$ cat src/rtl/ir_uart_rx.sv
// ir_uart_rx: 8N1 UART receiver for the IR camera configuration link.
// Runs in the iClk domain directly behind the iIR_UART_RxD pin. It delivers
// received bytes through a valid/ready handshake and flags framing errors and
// overruns with one-cycle pulses.
//
// Ports:
//   iClk      system clock, rising edge
//   iRst      synchronous reset, active-high
//   iRxD      asynchronous serial line, idle high
//   oData     received byte, valid while oValid=1
//   oValid    byte available
//   iReady    consumer accepts oData when oValid && iReady
//   oFrameErr one-cycle pulse: stop bit sampled low
//   oOverrun  one-cycle pulse: byte completed while the holding register was
//             full and not being drained
//   oBusy     high while receiving a frame (START, DATA, STOP)
module ir_uart_rx #(
  parameter int unsigned CLKS_PER_BIT = 417,
  parameter int unsigned CNT_W        = 16
) (
  input  logic       iClk,
  input  logic       iRst,
  input  logic       iRxD,
  output logic [7:0] oData,
  output logic       oValid,
  input  logic       iReady,
  output logic       oFrameErr,
  output logic       oOverrun,
  output logic       oBusy
);

  localparam logic [CNT_W-1:0] HALF_M1  = CNT_W'(CLKS_PER_BIT / 2 - 1);
  localparam logic [CNT_W-1:0] FULL_M1  = CNT_W'(CLKS_PER_BIT - 1);
  // Cycles spent in WAIT_HIGH before trusting the synchroniser output.
  localparam logic [CNT_W-1:0] FLUSH_CY = CNT_W'(2);

  typedef enum logic [2:0] {
    ST_WAIT_HIGH,
    ST_IDLE,
    ST_START,
    ST_DATA,
    ST_STOP
  } state_t;

  state_t           state_q;
  logic [1:0]       sync_q;
  logic [2:0]       hist_q;
  logic [CNT_W-1:0] cnt_q;
  logic [2:0]       bit_idx_q;
  logic [7:0]       shift_q;
  logic [7:0]       data_q;
  logic             valid_q;
  logic             frame_err_q;
  logic             overrun_q;
  logic             busy_q;

  logic line_c;
  logic maj_c;

  // Synchronised line and 2-of-3 vote over the current and two previous cycles.
  always_comb begin
    line_c = sync_q[1];
    maj_c  = (hist_q[1] & hist_q[0]) | (hist_q[1] & line_c) | (hist_q[0] & line_c);
  end

  // Synchroniser, sample history, receive FSM and output holding register.
  always_ff @(posedge iClk) begin
    if (iRst) begin
      state_q     <= ST_WAIT_HIGH;
      sync_q      <= 2'b11;
      hist_q      <= 3'b111;
      cnt_q       <= '0;
      bit_idx_q   <= '0;
      shift_q     <= '0;
      data_q      <= '0;
      valid_q     <= 1'b0;
      frame_err_q <= 1'b0;
      overrun_q   <= 1'b0;
      busy_q      <= 1'b0;
    end else begin
      sync_q      <= {sync_q[0], iRxD};
      hist_q      <= {hist_q[1:0], line_c};
      frame_err_q <= 1'b0;
      overrun_q   <= 1'b0;

      // Consumer drain; a byte completing this cycle overrides it below.
      if (valid_q && iReady) begin
        valid_q <= 1'b0;
      end

      case (state_q)
        ST_WAIT_HIGH: begin
          // The synchroniser still shows its reset value for two cycles, so
          // hold off until it carries the real line level; otherwise a reset
          // with the line low would look like idle followed by a start edge.
          if (cnt_q < FLUSH_CY) begin
            cnt_q <= cnt_q + CNT_W'(1);
          end else if (line_c) begin
            state_q <= ST_IDLE;
            cnt_q   <= '0;
          end
        end

        ST_IDLE: begin
          if (!line_c) begin
            state_q <= ST_START;
            cnt_q   <= '0;
            busy_q  <= 1'b1;
          end
        end

        ST_START: begin
          if (cnt_q == HALF_M1) begin
            cnt_q <= '0;
            if (maj_c) begin
              // Low pulse shorter than half a bit: treat as a glitch.
              state_q <= ST_IDLE;
              busy_q  <= 1'b0;
            end else begin
              state_q   <= ST_DATA;
              bit_idx_q <= '0;
            end
          end else begin
            cnt_q <= cnt_q + CNT_W'(1);
          end
        end

        ST_DATA: begin
          if (cnt_q == FULL_M1) begin
            cnt_q     <= '0;
            shift_q   <= {maj_c, shift_q[7:1]};
            bit_idx_q <= bit_idx_q + 3'd1;
            if (bit_idx_q == 3'd7) begin
              state_q <= ST_STOP;
            end
          end else begin
            cnt_q <= cnt_q + CNT_W'(1);
          end
        end

        ST_STOP: begin
          if (cnt_q == FULL_M1) begin
            cnt_q  <= '0;
            busy_q <= 1'b0;
            if (maj_c) begin
              state_q <= ST_IDLE;
              if (!valid_q || iReady) begin
                data_q  <= shift_q;
                valid_q <= 1'b1;
              end else begin
                overrun_q <= 1'b1;
              end
            end else begin
              // Bad stop bit: drop the byte and wait for the line to recover.
              frame_err_q <= 1'b1;
              state_q     <= ST_WAIT_HIGH;
            end
          end else begin
            cnt_q <= cnt_q + CNT_W'(1);
          end
        end

        default: begin
          state_q <= ST_WAIT_HIGH;
          cnt_q   <= '0;
          busy_q  <= 1'b0;
        end
      endcase
    end
  end

  assign oData     = data_q;
  assign oValid    = valid_q;
  assign oFrameErr = frame_err_q;
  assign oOverrun  = overrun_q;
  assign oBusy     = busy_q;

endmodule

$ cat config.mk
export PLATFORM = sky130hd
export DESIGN_NAME = ir_uart_rx
export DESIGN_NICKNAME = d
export VERILOG_FILES = /design/src/rtl/ir_uart_rx.sv
export SDC_FILE = /design/constraint.sdc
export NUM_CORES = 1
export LEC_CHECK = 0
export CAP_MARGIN = 30
export CORE_ASPECT_RATIO = 1.2
export CORE_UTILIZATION = 52
export CTS_CLUSTER_SIZE = 10
export DETAILED_ROUTE_END_ITERATION = 10
export PLACE_DENSITY = 0.75
export SYNTH_ARGS = -nofsm -noshare
export SYNTH_HDL_FRONTEND = slang
export SYNTH_SLANG_ARGS = --single-unit
$ cat constraint.sdc
create_clock -name iClk -period 2.16 [get_ports iClk]
set_clock_uncertainty 0.15 [all_clocks]
set_input_delay 0.324 -clock iClk [delete_from_list [all_inputs] [get_ports iClk]]
set_output_delay 0.324 -clock iClk [all_outputs]
set_load 0.1 [all_outputs]
# Yosys cells after proc, flatten, opt, wreduce, memory -nomap -nowiden
# Cells that the tools add are included.
dict set report totals {
  regBits 46
  in_bits 4
  output_inout_bits 12
  wordCells 87
}
dict set report classes {
  n_addsub 2
  n_lt_le_gt_ge 1
  eq_ne 17
  mux 32
  n_bitwise 9
  reduce_logical 15
}
# cell count
set ops {}
lappend ops {{16-bit two-way mux} 5}
lappend ops {{16-bit case mux with 4 select lines} 1}
lappend ops {{3-bit two-way mux} 10}
lappend ops {{2-bit != test, second input constant} 9}
lappend ops {{16-bit by 1-bit adder with 16-bit output, second input constant} 1}
lappend ops {{16-bit by 8-bit equality test with 1-bit output, second input constant} 1}
lappend ops {{16-bit by 9-bit equality test with 1-bit output, second input constant} 1}
lappend ops {{16-bit by 2-bit less-than comparator with 1-bit output, second input constant} 1}
lappend ops {{3-bit case mux with 5 select lines} 1}
lappend ops {{1-bit two-way mux} 12}
lappend ops {{4-bit AND reduction} 2}
lappend ops {{7-bit AND reduction} 1}
lappend ops {{3-bit by 2-bit equality test with 1-bit output, second input constant} 2}
lappend ops {{3-bit equality test, second input constant} 2}
lappend ops {{3-bit case mux with 2 select lines} 1}
lappend ops {{5-bit AND reduction} 1}
lappend ops {{1-bit NOT} 4}
lappend ops {{1-bit case mux with 4 select lines} 1}
lappend ops {{2-bit AND reduction} 2}
lappend ops {{2-bit OR reduction} 2}
lappend ops {{4-bit OR reduction} 1}
lappend ops {{3-bit by 1-bit adder with 3-bit output, second input constant} 1}
lappend ops {{1-bit bitwise AND} 3}
lappend ops {{3-bit by 1-bit equality test with 1-bit output, second input constant} 1}
lappend ops {{other kinds (9)} 10}

# Logic depth before layout (Yosys ltp)
# Gate-level depths: netlist of run 1.
dict set report depth {
  ltp_word 6
  ltp_mapped 8
  ltp_nobuf 7
}

# Worst setup path before layout of run 1
# OpenSTA, ideal clock, no wires.
dict set report synth_path {
  path_type {reg2reg}
  from {register cnt_q[9]}
  to {register state_q[0]}
  setup_ns 0.123
  arrival_time_ns 2.080
  required_time_ns 1.887
  setup_slack_ns -0.194
  stages_incl_launch_ff 6
  path_buffers 0
  period_less_slack_ns 2.354
  path_cell_list {dfxtp_1 > or4_4 > nor4_1 > nor2_1 > nor3_4 > mux2_1}
}
dict set report synth_between {
  elab_chain_len 3
  word_cells_on_any_way 8
  classes_between {order compare (1); eq/ne (6); reduce/logical (1)}
}
# item line
set synth_lines {}
lappend synth_lines {{start, declared} 48} ;# logic [CNT_W-1:0] cnt_q;
lappend synth_lines {{start signal, assigned} 97} ;# cnt_q <= cnt_q + CNT_W'(1);
lappend synth_lines {{start signal, assigned} 124} ;# cnt_q <= cnt_q + CNT_W'(1);
lappend synth_lines {{start signal, assigned} 137} ;# cnt_q <= cnt_q + CNT_W'(1);
lappend synth_lines {{16-bit by 2-bit less-than comparator with 1-bit output, or another cell as far along} 96} ;# if (cnt_q < FLUSH_CY) begin
lappend synth_lines {{2-bit != test (no line)} -}
lappend synth_lines {{7-bit AND reduction (no line) (*)} -}
lappend synth_lines {{end signal, assigned} 99} ;# state_q <= ST_IDLE;
lappend synth_lines {{end signal, assigned} 106} ;# state_q <= ST_START;
lappend synth_lines {{end signal, assigned} 117} ;# state_q <= ST_IDLE;
lappend synth_lines {{end, declared} 45} ;# state_t state_q;
# Every way passes the cells marked *; elsewhere a longest branch is shown, timed or not.
# A chain may end at the register's enable or synchronous reset.

# Worst setup path in the final report of run 1
dict set report layout_path {
  from {register cnt_q[14]}
  to {register cnt_q[12]}
}
dict set report layout_between {
  elab_chain_len 3
  word_cells_on_any_way 9
  classes_between {order compare (1); eq/ne (3); mux (4); reduce/logical (1)}
}
# item line
set layout_lines {}
lappend layout_lines {{16-bit by 2-bit less-than comparator with 1-bit output, or another cell as far along} 96}
lappend layout_lines {{16-bit two-way mux, or another cell as far along} 96}
lappend layout_lines {{16-bit case mux with 4 select lines / 2-bit AND reduction (equally long branches)} -}
# Several ways; a longest one is shown, not always the timed one.

==> impl_metrics.py, run 1 <==
metrics = {
    "run_status": {
        "failed_checks": "setup timing",
        "status": "complete, but fails checks",
    },
    "routing": {
        "routed-via-count": 2194,
        "post_drt_wl_per_cell_um": 15.3,
        "first_drt_pass_iteration_count": 4,
        "detail_route.vias_per_cell": 5.80,
        "drt_drc_violations_left": 0,
        "wirelength_um": 5780,
        "dr.first_iter.drc_count": 151,
        "ant_nets": 0,
    },
    "placement": {
        "gp_congestion": 0.799,
        "post-dp-hpwl_um": 3850,
        "placed_cells": 366,
        "io_buffers": 15,
    },
    "logic_synthesis": {
        "asyncSetResetFlopFracSynth": 0,
        "ys_seq_elements": 46,
        "syn_nets": 269,
        "synth.lib_cells_used.distinct": 52,
        "synth.cell_area_sq_um": 2250,
        "synthesis.yosys.warnings": 0,
        "synth_flop_cell": "dfxtp_1",
        "post_synthesis_mean_instance_area_sq_um": 8.63,
        "synth_sequential_area_ratio": 0.409,
        "synth_enable_flop_cells": 0,
        "synthCells": 261,
    },
    "layout": {
        "n_antenna_cell": 0,
        "layout.core_utilization": 0.773,
        "stdcell_count": 378,
        "layout.cells.most_common": "buf_4",
        "fraction_of_final_layout_cells_with_drive_strength_greater_than_1": 0.380,
        "final_nets": 331,
        "final_cell_mix": "58 x buf_4, 41 x dfxtp_1, 38 x nand2_1",
        "syn2layout_area_growth_pct": 38.6,
    },
    "worst_setup_path": {
        "crit_type": "flip-flop to flip-flop",
        "crit_path_max_fanout": 5,
        "rrSetupSlack_ns": -0.11,
        "crit_arrival_ns": 2.30,
        "critPathLaunchType": "flip-flop",
        "critical_path.endpoint_type": "flip-flop",
        "cp.required_ns": 2.19,
    },
    "sta": {
        "final-hold-violation-count": 0,
        "postLayoutSetupSlackWorst_ns": -0.113,
        "worst-slew-pin-transition_ns": 0.424,
        "setup_viol_count_final": 33,
        "fmaxAchievable_mhz": 440,
        "maxSlewHeadroom": 0.716,
        "post-route-period-util": 1.05,
        "unrepaired_setup_endpoints_after_global_routing": "true",
        "drv_slew": 0,
        "period_needed_ns": 2.27,
    },
    "pwr": {
        "peakVddDrop_uv": 507,
        "power_frac_clock": 0.297,
        "power-per-cell-area_nw_per_um2": 690,
        "power_report.internal_total_mw": 1.50,
        "part_of_the_power_in_registers": 0.426,
        "power.static_leakage_nw": 1.26,
        "power.switching_fraction": 0.304,
        "power_switching_mw": 0.653,
        "share_comb_of_total_power": 0.276,
    },
    "die": {
        "die-area_sq_um": 4600,
        "initial_core_util": 0.558,
        "rows": 25,
        "chipWidth_um": 62.1,
        "boundaryPins": 16,
        "chipHeight_um": 74.1,
        "floorplan.core_area_sq_um": 4040,
    },
    "clock_tree": {
        "clock-root-buffer": "clkbuf_8",
        "insertion_delay_ns": 0.30,
        "clk_transition_reported_paths_ns": 0.08,
        "cts_tree": "built",
        "cts_hold_repair.buffers": 0,
        "cts.sink_count": 46,
        "ctsHtreeMaxLevel": 2,
        "cts_inserted_buffers": 5,
        "clockBufferDepth": 2,
    },
    "global_routing": {
        "grt_first_pass_wirelength_um": 9570,
        "global_route.usage.total": 0.280,
        "grt_remaining_overflow": 0,
        "grt_antenna_before_repair": 0,
        "first_global_vias": 2103,
        "largest_net_degree_at_the_start_of_global_routing": 16,
    },
    "flow_run": {
        "max_cap_violations": 0,
    },
    "hold_path": {
        "timing.hold.worst.class": "flip-flop to flip-flop",
    },
}
==> metrics by stage <==
step / TNS, ns / total power, mW / hold slack, ns / setup slack [ns] / cell area, sq um
floorplan: -1.55 / 1.23 / 0.239 / -0.129 / 2280
global placement: -1.07 / 1.44 / 0.241 / -0.115 / 2810
detailed placement: -1.62 / 1.45 / 0.244 / -0.166 / 2810
CTS: -0.983 / 2.13 / 0.264 / -0.0813 / 3000
global route: -4.13 / 2.24 / 0.278 / -0.162 / 3120
finish: -1.94 / 2.15 / 0.263 / -0.113 / 3120
==> flip-flops by register name, summed over array words and instances, names as in the netlist <==
signal     cells
oValid         1
state_q        3
oFrameErr      1
shift_q        8
sync_q         2
oBusy          1
cnt_q         16
bit_idx_q      3
oData          8
hist_q         2
oOverrun       1
==> worst paths after layout <==
kind / start / endpoint / cells after the start
max: cnt_q[14] / cnt_q[12] / 7
min: sync_q[0] / sync_q[1] / 1
max reg2reg: cnt_q[14] / cnt_q[12] / 7
min reg2reg: sync_q[0] / sync_q[1] / 1
==> critical path, stage by stage (launching register included) <==
cell       delay (ns)
dfxtp_2          0.33
or4_4            0.59
nor4_4           0.33
buf_4            0.20
o2bb2ai_4        0.09
buf_4            0.18
o2111ai_2        0.17
nand3_1          0.11
==> cells by family after synthesis <==
logic type,synth area share
AO/OA/AOI/OAI,0.181
XOR/XNOR,0.0194
adder cells (fa/ha/maj),0.0267
buffers and inverters,0.0294
flip-flops,0.409
multiplexers,0.0450
AND/OR/NAND/NOR,0.290
==> final cells by class <==
cell class / instances / area (sq um)
flip-flops and latches: 46 / 927
inverters: 4 / 15.0
clock inverters: 2 / 37.5
well taps: 54 / 67.6
multi-input cells: 198 / 1440
fillers: 278 / 915
repair buffers: 68 / 562
clock buffers: 6 / 72.6
==> power by group through the flow <==
stage          clock [mW]  combinational (mW)  sequential (mW)
4_1_cts             0.647               0.563            0.917
5_1_grt             0.677               0.638            0.925
3_3_place_gp            0               0.504            0.935
6_report            0.640               0.594            0.918
3_5_place_dp            0               0.512            0.936
2_1_floorplan           0               0.285            0.945
==> cell usage after synthesis, drive strengths merged, types with 7 or more instances <==
master / n / share of area
a21oi: 15 / 0.033
clkbuf: 11 / 0.019
dfxtp: 46 / 0.41
mux2i: 9 / 0.040
nand2: 46 / 0.077
nand2b: 8 / 0.022
nand3: 8 / 0.018
nor2: 16 / 0.027
nor3: 7 / 0.021
o21ai: 10 / 0.022
or2: 8 / 0.022
or3: 7 / 0.019
==> routing by layer <==
metal | vias to the layer above | part of all wire | GRT usage | wire length, um
met1 | 1060 | 0.42 | 0.346 | 2430
met5 | - | 0 | 0 | 0
li1 | 1062 | - | - | -
met2 | 56 | 0.51 | 0.466 | 2960
met3 | 16 | 0.040 | 0.0487 | 229
met4 | 0 | 0.027 | 0.126 | 155
==> what timing repair did <==
action,in CTS,in global routing
endpoints found under the hold margin,0,0
pin swaps,18,19
gates resized for setup,20,28
buffers inserted,3,2
endpoints found under the setup margin,25,39
No activity file was read; power rests on OpenSTA's default activity.
==> inputs of run 2 (changes only) <==
==> config.mk (replaced) <==
export PLATFORM = sky130hd
export DESIGN_NAME = ir_uart_rx
export DESIGN_NICKNAME = d
export VERILOG_FILES = /design/src/rtl/ir_uart_rx.sv
export SDC_FILE = /design/constraint.sdc
export NUM_CORES = 1
export LEC_CHECK = 0
export CORE_ASPECT_RATIO = 1.2
export CORE_UTILIZATION = 54
export CTS_BUF_LIST = sky130_fd_sc_hd__clkbuf_2 sky130_fd_sc_hd__clkbuf_4 sky130_fd_sc_hd__clkbuf_8
export CTS_CLUSTER_SIZE = 10
export DETAILED_ROUTE_END_ITERATION = 10
export PLACE_DENSITY = 0.77
export SYNTH_ARGS = -nofsm -noshare
export SYNTH_HDL_FRONTEND = slang
export SYNTH_SLANG_ARGS = --single-unit
==> run 2 against run 1 <==
Net effect: the run still ends with setup timing left; maximum frequency is 2.1% lower; power is 3.1% higher; critical path depth is 1 lower; hold slack better by 0.0094 ns; register-to-register slack worse by 0.05 ns; sequential power hardly changed.
==> impl_metrics.py, run 2 (synthesized netlist as in run 1, its figures left out) <==
metrics = {
    "routing": {
        "drt_drc_violations_left": 0,
        "routed-via-count": 2155,
        "met3_length_um": 210,
        "detail_route.vias_per_cell": 5.84,
        "dr.first_iter.drc_count": 122,
        "top_layer": "met4",
        "wirelength_um": 6060,
        "wirelength_met1_um": 2530,
        "post_drt_wl_per_cell_um": 16.4,
        "ant_nets": 0,
        "first_drt_pass_iteration_count": 4,
        "met2WireLength_um": 3100,
    },
    "placement": {
        "gp_congestion": 0.881,
        "post-dp-hpwl_um": 3680,
        "io_buffers": 15,
    },
    "layout": {
        "layout.cells.most_common": "buf_4",
        "largest_reg_flops": 16,
        "n_antenna_cell": 0,
        "fraction_of_final_layout_cells_with_drive_strength_greater_than_1": 0.337,
        "final_cell_mix": "51 x buf_4, 45 x nand2_1, 41 x dfxtp_1",
        "fill_cells": 302,
        "final_nets": 322,
        "max_flop_register": "cnt_q",
        "syn2layout_area_growth_pct": 35.5,
    },
    "flow_run": {
        "max_cap_violations": 0,
    },
    "global_routing": {
        "grt_remaining_overflow": 0,
        "global_route.usage.total": 0.276,
        "largest_net_degree_at_the_start_of_global_routing": 42,
        "grt_antenna_before_repair": 0,
        "grt_first_pass_wirelength_um": 9030,
        "first_global_vias": 1973,
    },
    "clock_tree": {
        "clk_transition_reported_paths_ns": 0.10,
        "cts_tree": "built",
        "cts.sink_count": 46,
        "ctsHtreeMaxLevel": 2,
        "clockBufferDepth": 2,
        "cts_hold_repair.buffers": 0,
        "clock-root-buffer": "clkbuf_8",
        "cts_inserted_buffers": 5,
        "insertion_delay_ns": 0.32,
    },
    "worst_setup_path": {
        "critPathBufInv": 1,
        "critPathLaunchType": "flip-flop",
        "critical-path-max-stage-delay_ns": 0.60,
        "crit_arrival_ns": 2.38,
        "crit_path_max_fanout": 5,
        "timing.critical_path.cells": "or4_4 -> nor4_4 -> buf_4 -> a2bb2oi_4 -> a221oi_1 -> a21o_1",
        "crit_slowest_cell": "or4_4",
        "crit_type": "flip-flop to flip-flop",
        "critical_path.endpoint_type": "flip-flop",
        "cp.required_ns": 2.22,
        "cpLargestDelayFamily": "simple AND/OR/NAND/NOR gates",
    },
    "sta": {
        "hold-worst-slack_ns": 0.273,
        "drv_slew": 0,
        "postLayoutSetupSlackWorst_ns": -0.162,
        "post-route-period-util": 1.08,
        "maxSlewHeadroom": 0.582,
        "setup_viol_count_final": 31,
        "unrepaired_setup_endpoints_after_global_routing": "true",
        "worst-slew-pin-transition_ns": 0.624,
        "period_needed_ns": 2.32,
        "fmaxAchievable_mhz": 431,
        "final-hold-violation-count": 0,
    },
    "die": {
        "floorplan.core_area_sq_um": 3970,
        "die-area_sq_um": 4430,
        "rows": 25,
        "boundaryPins": 16,
        "chipHeight_um": 72.7,
        "initial_core_util": 0.567,
        "chipWidth_um": 61.0,
    },
    "pwr": {
        "power-per-cell-area_nw_per_um2": 727,
        "power.total_mw": 2.22,
        "peakVddDrop_uv": 523,
        "power.static_leakage_nw": 1.21,
    },
    "run_status": {
        "status": "complete, but fails checks",
        "failed_checks": "setup timing",
    },
    "hold_path": {
        "timing.hold.worst.class": "flip-flop to flip-flop",
    },
}
-- run 2: final cells by class --
class | instances | area (sq um) | area share
clock inverter | 3 | 43.8 | 0.0144
timing repair buffer | 58 | 475 | 0.156
tap | 54 | 67.6 | 0.0221
multi-input combinational | 199 | 1450 | 0.476
inverter | 4 | 15.0 | 0.00492
sequential | 46 | 930 | 0.305
clock buffer | 5 | 68.8 | 0.0226
-- run 2: repair_timing --
action,CTS,global route
setup buffers,3,3
endpoints found under the hold margin,0,0
resized for setup,18,21
setup endpoints to repair,33,42
cloned,0,1
pin swaps,9,15
-- run 2: power breakdown --
group / switching (mW) / internal, mW / total (mW)
registers: 0.0434 / 0.875 / 0.919
clock network: 0.323 / 0.347 / 0.670
logic: 0.359 / 0.271 / 0.630
-- run 2: per-stage QoR --
stage | setup slack [ns] | setup TNS [ns] | instances | instance area, sq um | util
final | -0.162 | -2.28 | 369 | 3050 | 0.768
after global routing | -0.239 | -4.83 | 369 | 3050 | 0.768
after CTS | -0.162 | -2.18 | 365 | 2910 | 0.734
after detailed placement | -0.181 | -2.21 | 355 | 2740 | 0.689
after global placement | -0.130 | -1.41 | 355 | 2740 | 0.689
after floorplan | -0.129 | -1.55 | 261 | 2280 | -
-- run 2: path summary, 6_finish.rpt --
path                            startpoint  slack (ns)   endpoint  cells after the start
worst max-delay path              cnt_q[4]       -0.16  cnt_q[10]                      6
worst min-delay path             sync_q[0]        0.27  sync_q[1]                      1
worst max register to register    cnt_q[4]       -0.16  cnt_q[10]                      6
worst min register to register   sync_q[0]        0.27  sync_q[1]                      1
-- run 2: metal layers --
metal / vias up / GRT usage
met5: - / 0
met3: 19 / 0.0638
met2: 50 / 0.449
li1: 1055 / -
met1: 1031 / 0.341
met4: 0 / 0.124
-- run 2: worst register-to-register path, delay by kind of cell (launching register included) --
| kind | cells | cell delay (ns) |
|---|---|---|
| compound gates | 3 | 0.59 |
| flops | 1 | 0.33 |
| simple gates | 2 | 0.94 |
| buf+inv | 1 | 0.20 |
==> inputs of run 3 (changes only) <==
--- a/config.mk
+++ b/config.mk
@@ -6,11 +6,13 @@
 export NUM_CORES = 1
 export LEC_CHECK = 0
 export CORE_ASPECT_RATIO = 1.2
+export CORE_MARGIN = 4
 export CORE_UTILIZATION = 54
 export CTS_BUF_LIST = sky130_fd_sc_hd__clkbuf_2 sky130_fd_sc_hd__clkbuf_4 sky130_fd_sc_hd__clkbuf_8
 export CTS_CLUSTER_SIZE = 10
 export DETAILED_ROUTE_END_ITERATION = 10
 export PLACE_DENSITY = 0.77
+export SKIP_CTS_REPAIR_TIMING = 1
 export SYNTH_ARGS = -nofsm -noshare
 export SYNTH_HDL_FRONTEND = slang
 export SYNTH_SLANG_ARGS = --single-unit
==> constraint.sdc (replaced) <==
create_clock -name iClk -period 2.16 [get_ports iClk]
set_clock_uncertainty 0.15 [all_clocks]
set_input_delay 0.324 -clock iClk [delete_from_list [all_inputs] [get_ports iClk]]
set_output_delay 0.324 -clock iClk [all_outputs]
set_load 0.01 [all_outputs]
==> run 3 against run 2 <==
Net effect: cell count grew 0.54%; sequential cell count did not move; combinational power down 14%; maximum frequency down 2.4%; clock power increased by 3%; the flow still finishes with violations (setup timing); largest power group unchanged; non-clock buffer count rose by 3; hold slack gained 0.0065 ns; critical endpoint is now state_q[0]; critical path type unchanged; utilization rose by 0.31 points; highest routed layer unchanged; critical path depth stayed put; sequential share of layout area is 0.17 points lower; largest cell class unchanged; design area rose by 0.41%; count of clock-buffer cells in the layout did not move.
==> impl_metrics.py, run 3 (synthesized netlist as in run 1, its figures left out) <==
metrics = {
    "worst_setup_path": {
        "cp.required_ns": 2.22,
        "worst_r2r_path_depth": 6,
        "crit_arrival_ns": 2.44,
        "crit_type": "flip-flop to flip-flop",
        "crit_path_max_fanout": 5,
        "critPathLaunchType": "flip-flop",
        "critical_path.endpoint_type": "flip-flop",
        "rrSetupSlack_ns": -0.22,
        "timing.rr.end": "state_q[0]",
        "r2r-start": "cnt_q[9]",
    },
    "routing": {
        "met3_length_um": 259,
        "routed-via-count": 2203,
        "met2WireLength_um": 3310,
        "post_drt_wl_per_cell_um": 17.0,
        "top_layer": "met4",
        "first_drt_pass_iteration_count": 4,
        "detail_route.vias_per_cell": 5.94,
        "wirelength_met1_um": 2470,
        "drt_drc_violations_left": 0,
        "wirelength_um": 6300,
        "ant_nets": 0,
        "dr.first_iter.drc_count": 169,
    },
    "layout": {
        "max_flop_register": "cnt_q",
        "layout.core_utilization": 0.771,
        "final_cell_mix": "45 x nand2_1, 40 x dfxtp_1, 40 x buf_4",
        "sequential_cell_area_sq_um": 928,
        "finalInstanceArea_sq_um": 3060,
        "stdcell_count": 371,
        "largest_reg_flops": 16,
        "final_nets": 324,
        "syn2layout_area_growth_pct": 36.1,
        "fill_cells": 256,
        "n_antenna_cell": 0,
        "fraction_of_final_layout_cells_with_drive_strength_greater_than_1": 0.300,
        "layout.cells.most_common": "nand2_1",
        "multi_input_area_sq_um": 1390,
    },
    "placement": {
        "gp_congestion": 0.869,
        "placement.cell_area_sq_um": 2790,
        "post-dp-hpwl_um": 3840,
        "preCtsSetupSlack_ns": -0.204,
        "placed_cells": 358,
        "io_buffers": 15,
    },
    "die": {
        "floorplan.core_area_sq_um": 3970,
        "die-area_sq_um": 5270,
        "chipHeight_um": 78.7,
        "boundaryPins": 16,
        "chipWidth_um": 67.0,
        "rows": 25,
        "initial_core_util": 0.567,
    },
    "sta": {
        "drv_slew": 0,
        "fmaxAchievable_mhz": 421,
        "worst-slew-pin-transition_ns": 0.651,
        "final-hold-violation-count": 0,
        "post-route-period-util": 1.10,
        "maxSlewHeadroom": 0.562,
        "period_needed_ns": 2.38,
        "unrepaired_setup_endpoints_after_global_routing": "true",
        "setup_viol_count_final": 28,
        "postLayoutSetupSlackWorst_ns": -0.218,
    },
    "hold_path": {
        "timing.hold.worst.start": "sync_q[0]",
        "hold-path-endpoint": "sync_q[1]",
        "timing.hold.worst.class": "flip-flop to flip-flop",
        "worst_hold_path.num_cells": 1,
    },
    "global_routing": {
        "first_global_vias": 2000,
        "largest_net_degree_at_the_start_of_global_routing": 33,
        "grt_antenna_before_repair": 0,
        "global_route.usage.total": 0.231,
        "grt_remaining_overflow": 0,
        "grt_first_pass_wirelength_um": 9360,
    },
    "clock_tree": {
        "clock-root-buffer": "clkbuf_8",
        "cts_inserted_buffers": 5,
        "insertion_delay_ns": 0.31,
        "ctsHtreeMaxLevel": 2,
        "clk_transition_reported_paths_ns": 0.09,
        "clockBufferDepth": 2,
        "cts.sink_count": 46,
        "cts_tree": "built",
    },
    "run_status": {
        "failed_checks": "setup timing",
        "status": "complete, but fails checks",
    },
    "flow_run": {
        "max_cap_violations": 0,
    },
    "pwr": {
        "peakVddDrop_uv": 513,
        "power.static_leakage_nw": 1.19,
        "power-per-cell-area_nw_per_um2": 702,
        "power.total_mw": 2.15,
    },
}
run 3: cell types whose count changed in the layout (fill, tap and decap cells not counted), sizes merged:
cell           delta
clkdlybuf4s50    +12
buf               -9
a2bb2oi           -1
inv               +1
clkinv            -1
run 3: worst max path at each step:
stage | end | slack, ns | from | cells past startpoint
after floorplan | state_q[0] | -0.13 | cnt_q[14] | 5
after global placement | cnt_q[13] | -0.15 | cnt_q[14] | 5
after detailed placement | cnt_q[13] | -0.20 | cnt_q[14] | 5
after CTS | cnt_q[13] | -0.26 | cnt_q[14] | 5
after global routing | state_q[0] | -0.24 | cnt_q[11] | 6
final | state_q[0] | -0.22 | cnt_q[9] | 6
run 3: cell type report:
class,instances,share of cell area
Tap cell,54,0.0220
Timing Repair Buffer,61,0.178
Clock buffer,5,0.0225
Inverter,4,0.00490
Multi-Input combinational cell,198,0.454
Clock inverter,3,0.0155
Sequential cell,46,0.303
run 3: per-stage QoR:
step	hold WS, ns	setup TNS [ns]
2_1_floorplan	0.239	-1.53
3_3_place_gp	0.244	-2.56
5_1_grt	0.287	-4.08
4_1_cts	0.280	-4.80
6_report	0.279	-2.64
3_5_place_dp	0.259	-3.85
run 3: routing by layer:
layer,track usage,vias to the layer above
met5,0,-
met2,0.395,73
li1,-,1054
met3,0.0537,24
met1,0.274,1052
met4,0.0953,0
run 3: report_power, final:
| part | switching (mW) | internal, mW | total (mW) |
|---|---|---|---|
| Clock | 0.336 | 0.353 | 0.689 |
| Sequential | 0.0436 | 0.877 | 0.920 |
| Combinational | 0.291 | 0.252 | 0.543 |
| Total | 0.670 | 1.48 | 2.15 |
run 3: worst max-delay path, cell delays in order (launching register included):
cell	delay [ns]
dfxtp_2	0.33
or4_4	0.60
nor4_4	0.33
buf_4	0.20
o2bb2ai_4	0.09
nor3_4	0.26
mux2_4	0.32
